==> src/rtl/addac_serial_acc.sv <==
// Bit-serial accumulator: LOAD/ADD/SUB through one full-adder slice, LSB first; CLEAR in one cycle.
// Optional macro ADDAC_OVF_EN adds a signed-overflow output ovf.
module addac_serial_acc #(
    parameter int unsigned WIDTH = 8
) (
    input  logic             clk,
    input  logic             rst,
    input  logic             in_valid,
    output logic             in_ready,
    input  logic [1:0]       op,
    input  logic [WIDTH-1:0] a,
    output logic [WIDTH-1:0] acc,
    output logic             cout,
    output logic             busy,
    output logic             done
`ifdef ADDAC_OVF_EN
    ,
    output logic             ovf
`endif
);

    localparam int unsigned CW = (WIDTH > 1) ? $clog2(WIDTH) : 1;

    localparam logic [1:0] OP_LOAD = 2'b00;
    localparam logic [1:0] OP_SUB  = 2'b10;
    localparam logic [1:0] OP_CLR  = 2'b11;

    typedef enum logic [1:0] {
        IDLE,
        SHIFT,
        DONE
    } state_t;

    state_t           state_q;
    logic [1:0]       op_q;
    logic [WIDTH-1:0] acc_q;
    logic [WIDTH-1:0] sh_q;
    logic [WIDTH-1:0] b_q;
    logic [CW-1:0]    cnt_q;
    logic             carry_q;
    logic             cout_q;
`ifdef ADDAC_OVF_EN
    logic             ovf_q;
`endif

    // Single full-adder slice; the working copy sh_q keeps acc untouched until commit.
    logic x_bit, y_bit, sum_bit, carry_nxt, last_bit;
    assign x_bit     = sh_q[0];
    assign y_bit     = (op_q == OP_SUB) ? ~b_q[0] : b_q[0];
    assign sum_bit   = x_bit ^ y_bit ^ carry_q;
    assign carry_nxt = (x_bit & y_bit) | (carry_q & (x_bit ^ y_bit));
    assign last_bit  = (cnt_q == CW'(WIDTH - 1));

    always_ff @(posedge clk) begin
        if (!rst) begin
            state_q <= IDLE;
            op_q    <= OP_LOAD;
            acc_q   <= '0;
            sh_q    <= '0;
            b_q     <= '0;
            cnt_q   <= '0;
            carry_q <= 1'b0;
            cout_q  <= 1'b0;
`ifdef ADDAC_OVF_EN
            ovf_q   <= 1'b0;
`endif
        end else begin
            case (state_q)
                IDLE: begin
                    if (in_valid) begin
                        op_q  <= op;
                        b_q   <= a;
                        cnt_q <= '0;
                        if (op == OP_CLR) begin
                            acc_q   <= '0;
                            cout_q  <= 1'b0;
                            carry_q <= 1'b0;
`ifdef ADDAC_OVF_EN
                            ovf_q   <= 1'b0;
`endif
                            state_q <= DONE;
                        end else begin
                            // LOAD starts from zero so the acc bit is effectively forced 0.
                            sh_q    <= (op == OP_LOAD) ? '0 : acc_q;
                            carry_q <= (op == OP_SUB);
                            state_q <= SHIFT;
                        end
                    end
                end
                SHIFT: begin
                    sh_q    <= {sum_bit, sh_q[WIDTH-1:1]};
                    b_q     <= b_q >> 1;
                    carry_q <= carry_nxt;
                    if (last_bit) begin
                        acc_q   <= {sum_bit, sh_q[WIDTH-1:1]};
                        cout_q  <= (op_q == OP_LOAD) ? 1'b0 : carry_nxt;
`ifdef ADDAC_OVF_EN
                        ovf_q   <= (op_q == OP_LOAD) ? 1'b0 : (carry_q ^ carry_nxt);
`endif
                        state_q <= DONE;
                    end else begin
                        cnt_q <= cnt_q + CW'(1);
                    end
                end
                DONE: begin
                    state_q <= IDLE;
                end
                default: begin
                    state_q <= IDLE;
                end
            endcase
        end
    end

    assign in_ready = (state_q == IDLE);
    assign busy     = (state_q != IDLE);
    assign done     = (state_q == DONE);
    assign acc      = acc_q;
    assign cout     = cout_q;
`ifdef ADDAC_OVF_EN
    assign ovf      = ovf_q;
`endif

endmodule

==> config.mk <==
export PLATFORM = sky130hd
export DESIGN_NAME = addac_serial_acc
export DESIGN_NICKNAME = d
export VERILOG_FILES = /design/src/rtl/addac_serial_acc.sv
export SDC_FILE = /design/constraint.sdc
export NUM_CORES = 1
export LEC_CHECK = 0
export BUFFER_PORTS_ARGS = -buffer_cell sky130_fd_sc_hd__buf_2
export CAP_MARGIN = 15
export CORE_MARGIN = 10
export CORE_UTILIZATION = 36
export DETAILED_ROUTE_END_ITERATION = 8
export GPL_TIMING_DRIVEN = 0
export PLACE_DENSITY = 0.65
export SETUP_SLACK_MARGIN = 0.02
export SLEW_MARGIN = 20
export SYNTH_ARGS = -nofsm -noshare
export SYNTH_HDL_FRONTEND = slang
export SYNTH_SLANG_ARGS = --single-unit
==> constraint.sdc <==
create_clock -name clk -period 1.95 [get_ports clk]
set_input_delay 0.195 -clock clk [delete_from_list [all_inputs] [get_ports clk]]
set_output_delay 0.195 -clock clk [all_outputs]
set_load 0.05 [all_outputs]
==> flow_metrics.env <==
export IMPL_dp_cells=243
export IMPL_drt_iter0_drc=97
export IMPL_antenna_found_initial=0
export IMPL_relSlewSlack_pct=68.26
export IMPL_setup_worst_path_start_class="flop"
export IMPL_drv_cap=0
export IMPL_rr_endpoint="cout$_SDFFE_PN0P_"
export IMPL_post_cts_buffers=0
export IMPL_layout_nets=216
export IMPL_ctsRootBufferMaster="clkbuf_8"
export IMPL_grt_use_met1_pct=13.18
export IMPL_wirelength_um=3654
export IMPL_syn_area_per_cell_um2=8.861
export IMPL_rr_worst_depth=6
export IMPL_use_met3_pct=3.478
export IMPL_via_per_inst=5.243
export IMPL_core_rowCount=23
export IMPL_placed_area_um2=1684
export IMPL_start_util_pct=37.39
export IMPL_hold_viol=0
export IMPL_worstPathMaxFanout=10
export IMPL_synth_top_cell_area_share_pct=43.85
export IMPL_crit_arrival_ps=1880
export IMPL_reg2reg_from="cnt_q[0]$_SDFFE_PN0P_"
export IMPL_die_area_um2=7172
export IMPL_layout_cells_non_filler=251
export IMPL_track_usage_pct=10.19
export IMPL_num_antenna_cells=0
export IMPL_synth_net_count=186
export IMPL_yosys_top_cells_area="dfxtp_1 44%, a21oi_1 6.0%, mux2i_1 6.0%, nand2_1 5.7%, o21ai_0 4.0%"
export IMPL_required_ps=2160
export IMPL_num_vias=1316
export IMPL_period_minus_slack_ps=1668
export IMPL_yosys_register_bits=33
export IMPL_ir_drop_mv=0.4245
export IMPL_die_h_um=84.69
export IMPL_h_tree_depth=2
export IMPL_firstDrtPassIters=4
export IMPL_fin_skew_ps=1.564
export IMPL_min_to="b_q[7]$_SDFFE_PN0P_"
export IMPL_leakagePower_nw=0.7293
export IMPL_port_buffers=23
export IMPL_critPathKind="flop to flop"
export IMPL_period_share_pct=85.53
export IMPL_ys_warn_count=0
export IMPL_die_width_um=84.69
export IMPL_grt_start_max_net_pins=11
export IMPL_cts_clk_slew_worst_paths_ps=70
export IMPL_setup_viol=0
export IMPL_rrSetupSlack_ps=280
export IMPL_netlist_instances=170
export IMPL_post_dp_hpwl_um=2520
export IMPL_drc_errors=0
export IMPL_final_common_cell="dfxtp_1"
export IMPL_holdPathStages=3
export IMPL_use_met2_pct=14.28
export IMPL_endpoint_kind="flop"
export IMPL_slew_violations=0
export IMPL_wl_per_cell_um=14.56
export IMPL_stdcell_area_um2=1800
export IMPL_ant_nets=0
export IMPL_grt_overflow=0
export IMPL_cts_buffer_depth=2
export IMPL_fmax_mhz=599.5
export IMPL_status="completed"
export IMPL_grt_pass1_wl_um=6106
export IMPL_fin_util_pct=44.69
export IMPL_yosys_area_top_type="dfxtp_1"
export IMPL_cts_hold_buf=0
export IMPL_worst_pin_slew_ps=476.1
export IMPL_grt_pass1_vias=1207
export IMPL_ios=25
export IMPL_coreArea_um2=4029
export IMPL_cts_tree="yes"
export IMPL_syn_area_um2=1506
export IMPL_hold_path_class="input port to flop"
export IMPL_min_from="a[7]"
export IMPL_cts_repair_resized=0
export IMPL_cts_buffers=5
export IMPL_worstSkewPairLatency_ps=290
export IMPL_drive_above_1_share_pct=20.40
export IMPL_powerDensity_nw_per_um2=925.2
export IMPL_gp_congestion=0.7818
export IMPL_cts_sinks=33
export IMPL_grt_busiest_layer="met2"
export IMPL_yosysUniqueCellTypes=32
export IMPL_grt_setup_unrepaired="no"
export IMPL_area_delta_synth_final_pct=19.52
export IMPL_fin_setup_tns_ps=0
export IMPL_final_cell_mix="33 x dfxtp_1, 24 x buf_2, 23 x nand2_1"
export IMPL_num_fill_cells=410
export IMPL_ys_seq_area_share_pct=43.85
-- where the power goes --
group          leakage (nW)  total [mW]  switching [mW]  internal [mW]
Clock                0.0585       0.675           0.258          0.416
Sequential            0.270       0.741          0.0250          0.716
Combinational         0.401       0.251           0.150          0.101
-- sequential cells by signal (all words and copies together), names as in the netlist --
register and flops:
carry_q 1, sh_q 8, acc 8, b_q 8, cnt_q 3, state_q 2, op_q 2, cout 1
-- logic make-up (layout without fill, tap and decap cells) --
family,Yosys count,in the layout,share of synthesized area [%]
simple gates,51,51,16.28
buf+inv,17,48,7.142
mux,9,9,5.980
xor+xnor,1,1,0.5815
fa+ha+maj,3,3,2.990
flops,33,33,43.85
compound gates,56,56,23.17
-- routing by layer --
metal,vias up,wire (um)
li1,661,-
met1,616,1752
met2,32,1609
met3,7,205
met4,0,87
met5,-,0
-- worst max-delay path, stage by stage (launching register included) --
cell and delay (ps):
dfxtp_1 360, ha_1 160, ha_1 220, nand2_1 130
a21oi_4 350, o2111ai_1 160, a21oi_1 200
-- Yosys cell counts --
| master | count |
|---|---|
| buf_12 | 1 |
| nand2b_1 | 4 |
| a21o_1 | 1 |
| nand2_1 | 23 |
| o21ai_0 | 12 |
| nor2_4 | 2 |
| nor4b_1 | 1 |
| xnor2_1 | 1 |
| nor2_1 | 14 |
| buf_8 | 1 |
| inv_1 | 7 |
| a211oi_1 | 7 |
| o22ai_1 | 7 |
| buf_6 | 1 |
| nor2b_4 | 1 |
| fa_1 | 1 |
| a21oi_1 | 18 |
| nand3_1 | 3 |
| dfxtp_1 | 33 |
| o32ai_1 | 1 |
| buf_2 | 1 |
| o2111ai_1 | 1 |
| a22oi_1 | 7 |
| buf_4 | 2 |
| clkbuf_1 | 3 |
| a31o_2 | 1 |
| nand4b_1 | 1 |
| a21oi_4 | 1 |
| nor2b_1 | 2 |
| buf_1 | 1 |
| ha_1 | 2 |
| mux2i_1 | 9 |
-- worst max-delay path by stage --
stage | start | to | slack [ps] | depth (start not counted)
after global routing | cnt_q[0]$_SDFFE_PN0P_ | cout$_SDFFE_PN0P_ | 120 | 6
after detailed placement | cnt_q[0]$_SDFFE_PN0P_ | cout$_SDFFE_PN0P_ | 270 | 6
after global placement | cnt_q[0]$_SDFFE_PN0P_ | cout$_SDFFE_PN0P_ | 350 | 6
after CTS | cnt_q[0]$_SDFFE_PN0P_ | cout$_SDFFE_PN0P_ | 260 | 6
after floorplan | state_q[0]$_SDFFE_PN0P_ | busy | 90 | 3
final | cnt_q[0]$_SDFFE_PN0P_ | cout$_SDFFE_PN0P_ | 280 | 6
-- metrics by stage --
step	hold WS [ps]	power (mW)	setup WS (ps)
floorplan	338.9	0.9403	91.46
global placement	445.3	1.003	345.4
detailed placement	460.2	1.004	271.4
CTS	184.5	1.671	259.3
global route	216.2	1.733	119.5
finish	182.6	1.666	282.1
-- area by class of cell --
cell class                      count  area (um^2)  share of cell area, %
Buffer                             10        81.33                  4.517
Multi-Input combinational cell    120        738.2                  41.00
Tap cell                           50        62.56                  3.475
Clock inverter                      1        30.03                  1.668
Sequential cell                    33        660.6                  36.69
Inverter                            7        26.28                  1.459
Timing Repair Buffer               23        115.1                  6.393
Clock buffer                        7        86.33                  4.795
Power figures use the tool's default switching activity.
